### src/rtl/decode_pipe_stage_if.sv
// Bundle of the decode stage's handshake and data signals. The fetch/execute side
// (or a testbench) uses the master modport, the decode stage uses the slave modport.
interface decode_pipe_stage_if #(
  parameter int DATA_W = 16,
  parameter int REG_AW = 4,
  parameter int PC_W   = 16
);
  // Fetch side
  logic              in_valid;
  logic              in_ready;
  logic [15:0]       in_instr;
  logic [PC_W-1:0]   in_pc2;

  // Register file read ports (asynchronous read, external array)
  logic [REG_AW-1:0] rf_rs_addr;
  logic [REG_AW-1:0] rf_rt_addr;
  logic [DATA_W-1:0] rf_rs_data;
  logic [DATA_W-1:0] rf_rt_data;

  // Execute side
  logic              flush;
  logic              ex_ready;
  logic              out_valid;
  logic [PC_W-1:0]   out_pc2;
  logic [REG_AW-1:0] out_rd;
  logic [DATA_W-1:0] out_rs_data;
  logic [DATA_W-1:0] out_rt_data;
  logic [DATA_W-1:0] out_imm;
  logic [3:0]        out_alu_op;
  logic              out_mem_rd;
  logic              out_mem_wr;
  logic              out_reg_wr;
  logic [1:0]        out_wb_src;
  logic [1:0]        out_br_type;
  logic [2:0]        out_br_cond;
  logic              out_halt;
  logic              halted;

  modport master (
    output in_valid, in_instr, in_pc2, rf_rs_data, rf_rt_data, flush, ex_ready,
    input  in_ready, rf_rs_addr, rf_rt_addr, out_valid, out_pc2, out_rd,
           out_rs_data, out_rt_data, out_imm, out_alu_op, out_mem_rd, out_mem_wr,
           out_reg_wr, out_wb_src, out_br_type, out_br_cond, out_halt, halted
  );

  modport slave (
    input  in_valid, in_instr, in_pc2, rf_rs_data, rf_rt_data, flush, ex_ready,
    output in_ready, rf_rs_addr, rf_rt_addr, out_valid, out_pc2, out_rd,
           out_rs_data, out_rt_data, out_imm, out_alu_op, out_mem_rd, out_mem_wr,
           out_reg_wr, out_wb_src, out_br_type, out_br_cond, out_halt, halted
  );
endinterface

### src/rtl/decode_pipe_stage.sv
// Decode stage: turns one 16-bit instruction per cycle into a registered ID/EX bundle.
// Handles load-use stalls (one bubble), flush from execute and a sticky halted state.
module decode_pipe_stage #(
  parameter int DATA_W = 16,
  parameter int REG_AW = 4,
  parameter int PC_W   = 16
) (
  input logic              clk,
  input logic              rst,
  decode_pipe_stage_if.slave bus
);

  localparam logic [3:0] OP_ADD    = 4'h0;
  localparam logic [3:0] OP_SUB    = 4'h1;
  localparam logic [3:0] OP_XOR    = 4'h2;
  localparam logic [3:0] OP_RED    = 4'h3;
  localparam logic [3:0] OP_SLL    = 4'h4;
  localparam logic [3:0] OP_SRA    = 4'h5;
  localparam logic [3:0] OP_ROR    = 4'h6;
  localparam logic [3:0] OP_PADDSB = 4'h7;
  localparam logic [3:0] OP_LW     = 4'h8;
  localparam logic [3:0] OP_SW     = 4'h9;
  localparam logic [3:0] OP_LLB    = 4'hA;
  localparam logic [3:0] OP_LHB    = 4'hB;
  localparam logic [3:0] OP_B      = 4'hC;
  localparam logic [3:0] OP_BR     = 4'hD;
  localparam logic [3:0] OP_PCS    = 4'hE;
  localparam logic [3:0] OP_HLT    = 4'hF;

  localparam logic [1:0] WB_ALU = 2'd0;
  localparam logic [1:0] WB_MEM = 2'd1;
  localparam logic [1:0] WB_PC2 = 2'd2;
  localparam logic [1:0] BR_NONE = 2'd0;
  localparam logic [1:0] BR_IMM  = 2'd1;
  localparam logic [1:0] BR_REG  = 2'd2;

  typedef enum logic [0:0] {ST_RUN = 1'b0, ST_HALTED = 1'b1} state_t;

  // Immediate and register-address extension helpers
  function automatic logic [DATA_W-1:0] sext4_x2(input logic [3:0] f);
    return {{(DATA_W-5){f[3]}}, f, 1'b0};
  endfunction

  function automatic logic [DATA_W-1:0] sext9_x2(input logic [8:0] f);
    return {{(DATA_W-10){f[8]}}, f, 1'b0};
  endfunction

  function automatic logic [DATA_W-1:0] zext4(input logic [3:0] f);
    return {{(DATA_W-4){1'b0}}, f};
  endfunction

  function automatic logic [DATA_W-1:0] zext8(input logic [7:0] f);
    return {{(DATA_W-8){1'b0}}, f};
  endfunction

  function automatic logic [REG_AW-1:0] zext_reg(input logic [3:0] f);
    logic [REG_AW-1:0] r;
    r      = {REG_AW{1'b0}};
    r[3:0] = f;
    return r;
  endfunction

  logic [3:0]        opcode;
  logic [3:0]        rs_field;
  logic [3:0]        rt_field;
  logic              rs_used;
  logic              rt_used;
  logic              wr_en;
  logic [REG_AW-1:0] rs_addr;
  logic [REG_AW-1:0] rt_addr;
  logic [REG_AW-1:0] rd_d;
  logic [DATA_W-1:0] imm_d;
  logic [3:0]        alu_op_d;
  logic              mem_rd_d;
  logic              mem_wr_d;
  logic              reg_wr_d;
  logic [1:0]        wb_src_d;
  logic [1:0]        br_type_d;
  logic [2:0]        br_cond_d;
  logic              halt_d;

  state_t            state_q;
  logic              halted_q;
  logic              out_valid_q;
  logic [PC_W-1:0]   out_pc2_q;
  logic [REG_AW-1:0] out_rd_q;
  logic [DATA_W-1:0] out_rs_data_q;
  logic [DATA_W-1:0] out_rt_data_q;
  logic [DATA_W-1:0] out_imm_q;
  logic [3:0]        out_alu_op_q;
  logic              out_mem_rd_q;
  logic              out_mem_wr_q;
  logic              out_reg_wr_q;
  logic [1:0]        out_wb_src_q;
  logic [1:0]        out_br_type_q;
  logic [2:0]        out_br_cond_q;
  logic              out_halt_q;

  logic              hazard;
  logic              advance;
  logic              ready_core;
  logic              accept;

  assign opcode = bus.in_instr[15:12];

  // Instruction decode: operand fields, which sources are read, and the control bundle
  always_comb begin
    rs_field  = bus.in_instr[7:4];
    rt_field  = bus.in_instr[3:0];
    rs_used   = 1'b0;
    rt_used   = 1'b0;
    wr_en     = 1'b0;
    imm_d     = {DATA_W{1'b0}};
    alu_op_d  = opcode;
    mem_rd_d  = 1'b0;
    mem_wr_d  = 1'b0;
    wb_src_d  = WB_ALU;
    br_type_d = BR_NONE;
    br_cond_d = 3'd0;
    halt_d    = 1'b0;
    case (opcode)
      OP_ADD, OP_SUB, OP_XOR, OP_RED, OP_PADDSB: begin
        rs_used = 1'b1;
        rt_used = 1'b1;
        wr_en   = 1'b1;
      end
      OP_SLL, OP_SRA, OP_ROR: begin
        rs_used = 1'b1;
        wr_en   = 1'b1;
        imm_d   = zext4(bus.in_instr[3:0]);
      end
      OP_LW: begin
        rs_used  = 1'b1;
        wr_en    = 1'b1;
        alu_op_d = OP_ADD;
        mem_rd_d = 1'b1;
        wb_src_d = WB_MEM;
        imm_d    = sext4_x2(bus.in_instr[3:0]);
      end
      OP_SW: begin
        // Store data register sits in the rd slot
        rt_field = bus.in_instr[11:8];
        rs_used  = 1'b1;
        rt_used  = 1'b1;
        alu_op_d = OP_ADD;
        mem_wr_d = 1'b1;
        imm_d    = sext4_x2(bus.in_instr[3:0]);
      end
      OP_LLB, OP_LHB: begin
        // Byte loads merge into the existing destination value
        rs_field = bus.in_instr[11:8];
        rs_used  = 1'b1;
        wr_en    = 1'b1;
        imm_d    = zext8(bus.in_instr[7:0]);
      end
      OP_B: begin
        br_type_d = BR_IMM;
        br_cond_d = bus.in_instr[11:9];
        imm_d     = sext9_x2(bus.in_instr[8:0]);
      end
      OP_BR: begin
        rs_used   = 1'b1;
        br_type_d = BR_REG;
        br_cond_d = bus.in_instr[11:9];
      end
      OP_PCS: begin
        wr_en    = 1'b1;
        wb_src_d = WB_PC2;
      end
      OP_HLT: begin
        halt_d = 1'b1;
      end
      default: begin
        wr_en = 1'b0;
      end
    endcase
    rs_addr  = zext_reg(rs_field);
    rt_addr  = zext_reg(rt_field);
    rd_d     = zext_reg(bus.in_instr[11:8]);
    reg_wr_d = wr_en & (rd_d != {REG_AW{1'b0}});
  end

  // Load-use detection against the bundle currently held for execute
  always_comb begin
    if (out_valid_q && out_mem_rd_q && (out_rd_q != {REG_AW{1'b0}})) begin
      hazard = (rs_used && (out_rd_q == rs_addr)) || (rt_used && (out_rd_q == rt_addr));
    end else begin
      hazard = 1'b0;
    end
  end

  assign advance    = !out_valid_q || bus.ex_ready;
  assign ready_core = (state_q == ST_RUN) && advance && !hazard && !bus.flush;
  assign accept     = bus.in_valid && ready_core;

  // FSM and ID/EX bundle: flush beats advance, stall holds everything stable
  always_ff @(posedge clk or posedge rst) begin
    if (rst) begin
      state_q       <= ST_RUN;
      halted_q      <= 1'b0;
      out_valid_q   <= 1'b0;
      out_pc2_q     <= {PC_W{1'b0}};
      out_rd_q      <= {REG_AW{1'b0}};
      out_rs_data_q <= {DATA_W{1'b0}};
      out_rt_data_q <= {DATA_W{1'b0}};
      out_imm_q     <= {DATA_W{1'b0}};
      out_alu_op_q  <= 4'd0;
      out_mem_rd_q  <= 1'b0;
      out_mem_wr_q  <= 1'b0;
      out_reg_wr_q  <= 1'b0;
      out_wb_src_q  <= 2'd0;
      out_br_type_q <= 2'd0;
      out_br_cond_q <= 3'd0;
      out_halt_q    <= 1'b0;
    end else if (bus.flush) begin
      state_q     <= ST_RUN;
      halted_q    <= 1'b0;
      out_valid_q <= 1'b0;
    end else if (advance) begin
      if (accept) begin
        out_valid_q   <= 1'b1;
        out_pc2_q     <= bus.in_pc2;
        out_rd_q      <= rd_d;
        out_rs_data_q <= bus.rf_rs_data;
        out_rt_data_q <= bus.rf_rt_data;
        out_imm_q     <= imm_d;
        out_alu_op_q  <= alu_op_d;
        out_mem_rd_q  <= mem_rd_d;
        out_mem_wr_q  <= mem_wr_d;
        out_reg_wr_q  <= reg_wr_d;
        out_wb_src_q  <= wb_src_d;
        out_br_type_q <= br_type_d;
        out_br_cond_q <= br_cond_d;
        out_halt_q    <= halt_d;
        if (halt_d) begin
          state_q  <= ST_HALTED;
          halted_q <= 1'b1;
        end
      end else begin
        out_valid_q <= 1'b0;
      end
    end
  end

  // in_ready is forced low while reset is applied
  assign bus.in_ready    = !rst && ready_core;
  assign bus.rf_rs_addr  = rs_addr;
  assign bus.rf_rt_addr  = rt_addr;
  assign bus.out_valid   = out_valid_q;
  assign bus.out_pc2     = out_pc2_q;
  assign bus.out_rd      = out_rd_q;
  assign bus.out_rs_data = out_rs_data_q;
  assign bus.out_rt_data = out_rt_data_q;
  assign bus.out_imm     = out_imm_q;
  assign bus.out_alu_op  = out_alu_op_q;
  assign bus.out_mem_rd  = out_mem_rd_q;
  assign bus.out_mem_wr  = out_mem_wr_q;
  assign bus.out_reg_wr  = out_reg_wr_q;
  assign bus.out_wb_src  = out_wb_src_q;
  assign bus.out_br_type = out_br_type_q;
  assign bus.out_br_cond = out_br_cond_q;
  assign bus.out_halt    = out_halt_q;
  assign bus.halted      = halted_q;

endmodule

### src/flat_wrapper.sv
// flat-port wrapper written by rule: the top's interface ports become plain ports
module decode_pipe_stage_flat 
#(
  parameter int DATA_W = 16,
  parameter int REG_AW = 4,
  parameter int PC_W   = 16
)
  (clk, rst, bus_in_valid, bus_in_instr, bus_in_pc2, bus_rf_rs_data, bus_rf_rt_data, bus_flush, bus_ex_ready, bus_in_ready, bus_rf_rs_addr, bus_rf_rt_addr, bus_out_valid, bus_out_pc2, bus_out_rd, bus_out_rs_data, bus_out_rt_data, bus_out_imm, bus_out_alu_op, bus_out_mem_rd, bus_out_mem_wr, bus_out_reg_wr, bus_out_wb_src, bus_out_br_type, bus_out_br_cond, bus_out_halt, bus_halted);
  decode_pipe_stage_if #(.DATA_W(DATA_W), .REG_AW(REG_AW), .PC_W(PC_W)) bus_i ();
  input logic clk;
  input logic rst;
  input wire logic [$bits(bus_i.in_valid)-1:0] bus_in_valid;
  input wire logic [$bits(bus_i.in_instr)-1:0] bus_in_instr;
  input wire logic [$bits(bus_i.in_pc2)-1:0] bus_in_pc2;
  input wire logic [$bits(bus_i.rf_rs_data)-1:0] bus_rf_rs_data;
  input wire logic [$bits(bus_i.rf_rt_data)-1:0] bus_rf_rt_data;
  input wire logic [$bits(bus_i.flush)-1:0] bus_flush;
  input wire logic [$bits(bus_i.ex_ready)-1:0] bus_ex_ready;
  output wire logic [$bits(bus_i.in_ready)-1:0] bus_in_ready;
  output wire logic [$bits(bus_i.rf_rs_addr)-1:0] bus_rf_rs_addr;
  output wire logic [$bits(bus_i.rf_rt_addr)-1:0] bus_rf_rt_addr;
  output wire logic [$bits(bus_i.out_valid)-1:0] bus_out_valid;
  output wire logic [$bits(bus_i.out_pc2)-1:0] bus_out_pc2;
  output wire logic [$bits(bus_i.out_rd)-1:0] bus_out_rd;
  output wire logic [$bits(bus_i.out_rs_data)-1:0] bus_out_rs_data;
  output wire logic [$bits(bus_i.out_rt_data)-1:0] bus_out_rt_data;
  output wire logic [$bits(bus_i.out_imm)-1:0] bus_out_imm;
  output wire logic [$bits(bus_i.out_alu_op)-1:0] bus_out_alu_op;
  output wire logic [$bits(bus_i.out_mem_rd)-1:0] bus_out_mem_rd;
  output wire logic [$bits(bus_i.out_mem_wr)-1:0] bus_out_mem_wr;
  output wire logic [$bits(bus_i.out_reg_wr)-1:0] bus_out_reg_wr;
  output wire logic [$bits(bus_i.out_wb_src)-1:0] bus_out_wb_src;
  output wire logic [$bits(bus_i.out_br_type)-1:0] bus_out_br_type;
  output wire logic [$bits(bus_i.out_br_cond)-1:0] bus_out_br_cond;
  output wire logic [$bits(bus_i.out_halt)-1:0] bus_out_halt;
  output wire logic [$bits(bus_i.halted)-1:0] bus_halted;
  assign bus_i.in_valid = bus_in_valid;
  assign bus_i.in_instr = bus_in_instr;
  assign bus_i.in_pc2 = bus_in_pc2;
  assign bus_i.rf_rs_data = bus_rf_rs_data;
  assign bus_i.rf_rt_data = bus_rf_rt_data;
  assign bus_i.flush = bus_flush;
  assign bus_i.ex_ready = bus_ex_ready;
  assign bus_in_ready = bus_i.in_ready;
  assign bus_rf_rs_addr = bus_i.rf_rs_addr;
  assign bus_rf_rt_addr = bus_i.rf_rt_addr;
  assign bus_out_valid = bus_i.out_valid;
  assign bus_out_pc2 = bus_i.out_pc2;
  assign bus_out_rd = bus_i.out_rd;
  assign bus_out_rs_data = bus_i.out_rs_data;
  assign bus_out_rt_data = bus_i.out_rt_data;
  assign bus_out_imm = bus_i.out_imm;
  assign bus_out_alu_op = bus_i.out_alu_op;
  assign bus_out_mem_rd = bus_i.out_mem_rd;
  assign bus_out_mem_wr = bus_i.out_mem_wr;
  assign bus_out_reg_wr = bus_i.out_reg_wr;
  assign bus_out_wb_src = bus_i.out_wb_src;
  assign bus_out_br_type = bus_i.out_br_type;
  assign bus_out_br_cond = bus_i.out_br_cond;
  assign bus_out_halt = bus_i.out_halt;
  assign bus_halted = bus_i.halted;
  decode_pipe_stage #(.DATA_W(DATA_W), .REG_AW(REG_AW), .PC_W(PC_W)) u_core (.clk(clk), .rst(rst), .bus(bus_i));
endmodule
### config.mk
export PLATFORM = sky130hd
export DESIGN_NAME = decode_pipe_stage_flat
export DESIGN_NICKNAME = d
export VERILOG_FILES = /design/src/rtl/decode_pipe_stage_if.sv /design/src/rtl/decode_pipe_stage.sv /design/src/flat_wrapper.sv
export SDC_FILE = /design/constraint.sdc
export NUM_CORES = 1
export LEC_CHECK = 0
export BUFFER_PORTS_ARGS = -buffer_cell sky130_fd_sc_hd__buf_2
export CAP_MARGIN = 20
export CORE_ASPECT_RATIO = 0.9
export CORE_UTILIZATION = 51
export CTS_CLUSTER_SIZE = 20
export DETAILED_ROUTE_END_ITERATION = 10
export PLACE_DENSITY_LB_ADDON = 0.1
export SLEW_MARGIN = 0
export SYNTH_ARGS = -nofsm -noshare
export SYNTH_HDL_FRONTEND = slang
export SYNTH_SLANG_ARGS = --single-unit
### constraint.sdc
create_clock -name clk -period 6.1 [get_ports clk]
set_input_delay 0.305 -clock clk [delete_from_list [all_inputs] [get_ports clk]]
set_output_delay 0.305 -clock clk [all_outputs]
set_load 0.1 [all_outputs]
==> Word-level counts from Yosys, hierarchy flattened <==
Cells that the tools add are included.
{ "op_classes": {"order_cmp": 0, "div": 0, "add_sub_neg": 0, "mul": 0, "n_mux": 21, "eq_ne": 17, "reduce_logical": 30, "shift": 0, "n_bitwise": 3} }
{ "ops": {"columns": ["operator", "count"], "rows": [
  ["$pmux W16 S4", 1],
  ["$eq A4 B4 Y1 const B", 8],
  ["$eq A4 B3 Y1 const B", 4],
  ["$mux W1", 14],
  ["$reduce_or A13 Y1", 1],
  ["$mux W4", 3],
  ["$reduce_or A12 Y1", 1],
  ["$logic_and A1 B1 Y1", 9],
  ["$eq A4 B2 Y1 const B", 2],
  ["$eq A4 B4 Y1", 2],
  ["$pmux W2 S2", 2],
  ["$reduce_bool A4 Y1", 2],
  ["$reduce_and A3 Y1", 2],
  ["$reduce_bool A2 Y1", 3],
  ["$reduce_or A2 Y1", 3],
  ["$reduce_or A6 Y1", 1],
  ["$eq A4 B1 Y1 const B", 1],
  ["$logic_not A1 Y1", 4],
  ["$logic_not A4 Y1", 1],
  ["$mux W3", 1],
  ["$reduce_or A3 Y1", 1],
  ["$logic_or A1 B1 Y1", 2],
  ["$not A1 Y1", 2],
  ["$and A1 B1 Y1", 1]
]} }
{ "word_totals": {"memories": 0, "ram_bits": 0, "latch_bits": 0, "input_bits": 69, "wordCells": 86, "mem_bits_ro": 0, "register_bits": 85} }

==> Depth between registers and ports, before layout <==
{ "depth": {"word_depth": 14, "ltp_mapped": 9} }

==> Worst setup path before layout <==
Ideal clock, no wire load.
{ "synth_path": {"kind": "input port to output port", "start": "input port rst", "end": "output port bus_in_ready", "stages": 2, "setup_slack_ns": 2.843, "t_required_ns": 5.795, "t_arrival_ns": 2.952, "path_cell_list": "inv_1 > and3_1"} }
{ "synth_between": {"elab_chain_cells": 2} }
{ "synth_lines": {"columns": ["element", "line", "source"], "rows": [
  ["start: declaration", "flat_wrapper.sv:11", "input logic rst;"],
  ["$logic_not A1 Y1 (no line)", null, null],
  ["$logic_and A1 B1 Y1", "decode_pipe_stage.sv:246", "assign bus.in_ready = !rst && ready_core;"],
  ["end: declaration", "flat_wrapper.sv:19", "output wire logic [$bits(bus_i.in_ready)-1:0] bus_in_ready;"]
]} }
Every way passes these cells.

==> Final worst setup path <==
{ "layout_path": {"start": "input port bus_in_instr[15]", "end": "output port bus_in_ready"} }
{ "layout_between": {"elab_chain_cells": 11, "elab_cells_between_ends": 30} }
{ "layout_lines": {"columns": ["element", "line", "source"], "rows": [
  ["start: declaration", "flat_wrapper.sv:13", "input wire logic [$bits(bus_i.in_instr)-1:0] bus_in_instr;"],
  ["$eq A4 B4 Y1", "decode_pipe_stage.sv:121", "case (opcode)"],
  ["$reduce_or A2 Y1", "decode_pipe_stage.sv:121", null],
  ["$mux W4", "decode_pipe_stage.sv:121", null],
  ["$eq A4 B4 Y1", "decode_pipe_stage.sv:186", "hazard = (rs_used && (out_rd_q == rs_addr)) || (rt_used && (out_rd_q == rt_addr));"],
  ["$logic_and A1 B1 Y1", "decode_pipe_stage.sv:186", null],
  ["$logic_or A1 B1 Y1 *", "decode_pipe_stage.sv:186", null],
  ["$mux W1 *", "decode_pipe_stage.sv:185", "if (out_valid_q && out_mem_rd_q && (out_rd_q != {REG_AW{1'b0}})) begin"],
  ["$logic_not A1 Y1 *", "decode_pipe_stage.sv:193", "assign ready_core = (state_q == ST_RUN) && advance && !hazard && !bus.flush;"],
  ["$logic_and A1 B1 Y1 * (2 in a row)", "decode_pipe_stage.sv:193", null],
  ["$logic_and A1 B1 Y1 *", "decode_pipe_stage.sv:246", null]
]} }
Every way passes the cells marked *; elsewhere a longest branch is shown, timed or not.

==> flow_summary.toml <==
[clocking]
cts_resized = 0
cts_max_level = 3
numCtsBuffers = 9
clock-sinks = 78
holdBufCountCts = 0
worstSkewPairLatency_ns = 0.34
cts_tree = "done"
cts.clk_slew.worst_paths_ns = 0.08
cts_setup_buffers = 0
cts_root_buf = "clkbuf_8"
cts_buffer_depth = 2

[grt]
grt_max_degree = 79
grt_pass1_wl_um = 13000
grt.total_usage_pct = 22.4
grt_pass1_vias = 2555
antenna_found_initial = 0
gr-total-overflow = 0

[min_path]
hold_class = "in -> reg"
min_from = "bus_flush"

[sta]
max_slew_margin_pct = 35.8
timing_worst_slew_pin_value_ns = 0.962
finalCritPeriodShare_pct = 54.6
hold_viol_final = 0
setup-violations-final = 0
setup_tns_ns = 0
max_freq_mhz = 300
rsz0062_at_grt = "false"
clock_skew_ns = 0.00675
period_minus_slack_ns = 3.33
finalMaxSlewViolations = 0

[die]
fp-row-count = 29
start_util_pct = 52.4
dieArea_um2 = 7580
die_x_um = 91.7
core_area_um2 = 7040
io_pins = 163
die_h_um = 82.7

[status]
outcome = "finished, final reports clean"

[final_layout]
nets = 508
post-route-cell-area_um2 = 4740
antenna_cells = 0
final.fill_count = 586
synthToLayoutAreaGrowth_pct = 28.5
drive_above_1_share_pct = 57.2

[place]
place_congestion = 0.804
dpl_cell_area_um2 = 4510
port_buffers = 162
dp_hpwl_um = 5750

[routing]
drc = 0
drtIter0Drc = 166
dr.pass1.iters = 5
ant_nets = 0
wire_per_inst_um = 15.5
routed_wl_um = 8350
num_vias = 2784
avgViaCountPerCell = 5.18

[synthesis]
yosysUniqueCellTypes = 40
synth_cells = 284
synth-seq-cells = 78
avgSynthCellArea_um2 = 13.0
synthArstFlopShare_pct = 100
netlist_area_um2 = 3690
synth-edff-count = 0
synth_warnings = 0
seq_area_frac_synth_pct = 52.9
synth-main-ff-cell = "dfrtp_1"
syn_nets = 353

[setup_path]
startpoint = "bus_in_instr[15]"
criticalPathCategory = "in -> out"
worstSetupEndpointType = "primary output"
crit_family = "simple AND/OR/NAND/NOR gates"
rr_startpoint = "u_core.bus.out_rd[1]"
path_depth = 9
crit_chain = "buf_2 > nor4bb_1 > buf_2 > mux2_2 > xor2_1 > nor4_1 > a21oi_1 > and3_1 > buf_2"
worstPathRequired_ns = 5.79
reg2reg_slack_ns = 3.74
cp_common_cell = "buf_2"
slowest_delay_ns = 0.56
r2r_cells = 7
setup.worst_path.start_class = "input pin"
crit_buf_inv = 3
critical_path_peak_fanout = 22
critical_path_arrival_ns = 3.02
r2r_end = "u_core.bus.out_rs_data[5]"
endpoint = "bus_in_ready"
slowest_stage = "nor4_1"

[pwr]
power_density_nw_per_um2 = 440
p_leak_nw = 2.38
ir_drop_uv = 243

[flow_run]
cap_violations = 0
## Yosys cell counts (all sizes together) (2+ instances only)
master    n  area [µm²]
a21oi     8        40.0
dfrtp    78        1950
nor2b     4        25.0
buf      18         131
inv      17        63.8
nand2    13        48.8
nor3      3        15.0
mux2i    13         130
o21ai     5        25.0
a211oi    3        27.5
mux2     70         860
a221o     3        30.0
xnor2     4        35.0
nor2      7        26.3
and3      3        18.8
nor4      3        18.8
a32oi     3        26.3
a2bb2oi   2        17.5
clkbuf    4        15.0
nand3     5        25.0
o22ai     2        12.5
xor2      4        35.0
## state kept, by name, indices dropped and copies added, names as in the netlist, 2 cells and up
register,flops
u_core.bus.out_alu_op,4
u_core.bus.out_br_cond,3
u_core.bus.out_br_type,2
u_core.bus.out_imm,10
u_core.bus.out_pc2,16
u_core.bus.out_rd,4
u_core.bus.out_rs_data,16
u_core.bus.out_rt_data,16
u_core.bus.out_wb_src,2
## logic make-up (layout without fill, tap and decap cells)
kind of cell	count (synthesis)	in the layout	share of synthesized area [%]
muxes	83	83	26.8
DFF	78	78	52.9
and+or+nand+nor	42	42	5.66
buffers and inverters	40	200	5.80
AOI/OAI and AO/OA	33	33	6.92
xor gates and xnor gates	8	8	1.90
## cell type report
cell class / instances / area (µm²) / area share, %
Clock buffer: 9 / 124 / 2.61
Clock inverter: 7 / 88.8 / 1.87
Inverter: 18 / 68.8 / 1.45
Multi-Input combinational cell: 166 / 1530 / 32.3
Sequential cell: 78 / 1950 / 41.2
Tap cell: 93 / 116 / 2.46
Timing Repair Buffer: 166 / 858 / 18.1
## worst reg2reg max path, delay by kind of cell, from the launching register on
family	cells	cell delay, ns
compound gates	2	0.45
simple gates	2	0.42
mux	1	0.44
buf+inv	2	0.45
flops	1	0.49
## cell usage in the layout, fill, tap and decap left out, types with 2 or more instances in the layout
master,count
bufinv_16,2
nor3_1,3
xor2_1,4
mux2_2,50
a32oi_1,3
inv_1,16
buf_2,163
dfrtp_1,78
mux2i_1,13
clkinv_2,5
nor2b_1,4
nand3_1,5
xnor2_1,4
nor2_1,7
nor4_1,3
mux2_4,19
a221o_1,3
nand2_1,13
a21oi_1,8
clkbuf_8,9
a211oi_1,2
a2bb2oi_1,2
and3_1,3
o21ai_0,5
o22ai_1,2
## stage by stage
stage | worst slack (ns) | total power (W) | instances | util [%] | hold slack (ns)
floorplan | 2.84 | 0.00153 | 284 | - | 0.371
global placement | 2.01 | 0.00167 | 519 | 64.0 | 0.473
detailed placement | 1.85 | 0.00168 | 519 | 64.0 | 0.488
CTS | 2.21 | 0.00210 | 535 | 67.0 | 0.110
global route | 2.50 | 0.00217 | 537 | 67.3 | 0.134
finish | 2.77 | 0.00208 | 537 | 67.3 | 0.130
## worst min path at each step
stage | endpoint | depth (start not counted)
after global routing | u_core.state_q | 2
after CTS | u_core.state_q | 2
after global placement | u_core.bus.out_imm[1] | 1
final | u_core.state_q | 2
after detailed placement | u_core.state_q | 2
after floorplan | u_core.state_q | 1
## per-layer routing
metal / track usage [%] / part of all wire (%)
met3: 7.33 / 7.9
met2: 35.3 / 47
met1: 29.8 / 44
met5: 0 / 0
met4: 6.51 / 0.99
## where the power goes
part / internal [W] / switching (W) / total [W] / leakage, nW
combinational: 0.000182 / 0.000835 / 0.00102 / 1.31
clock: 0.000228 / 0.000189 / 0.000417 / 0.113
sequential: 0.000600 / 0.0000503 / 0.000650 / 0.948
total: 0.00101 / 0.00107 / 0.00208 / 2.38
Power figures use the tool's default switching activity.
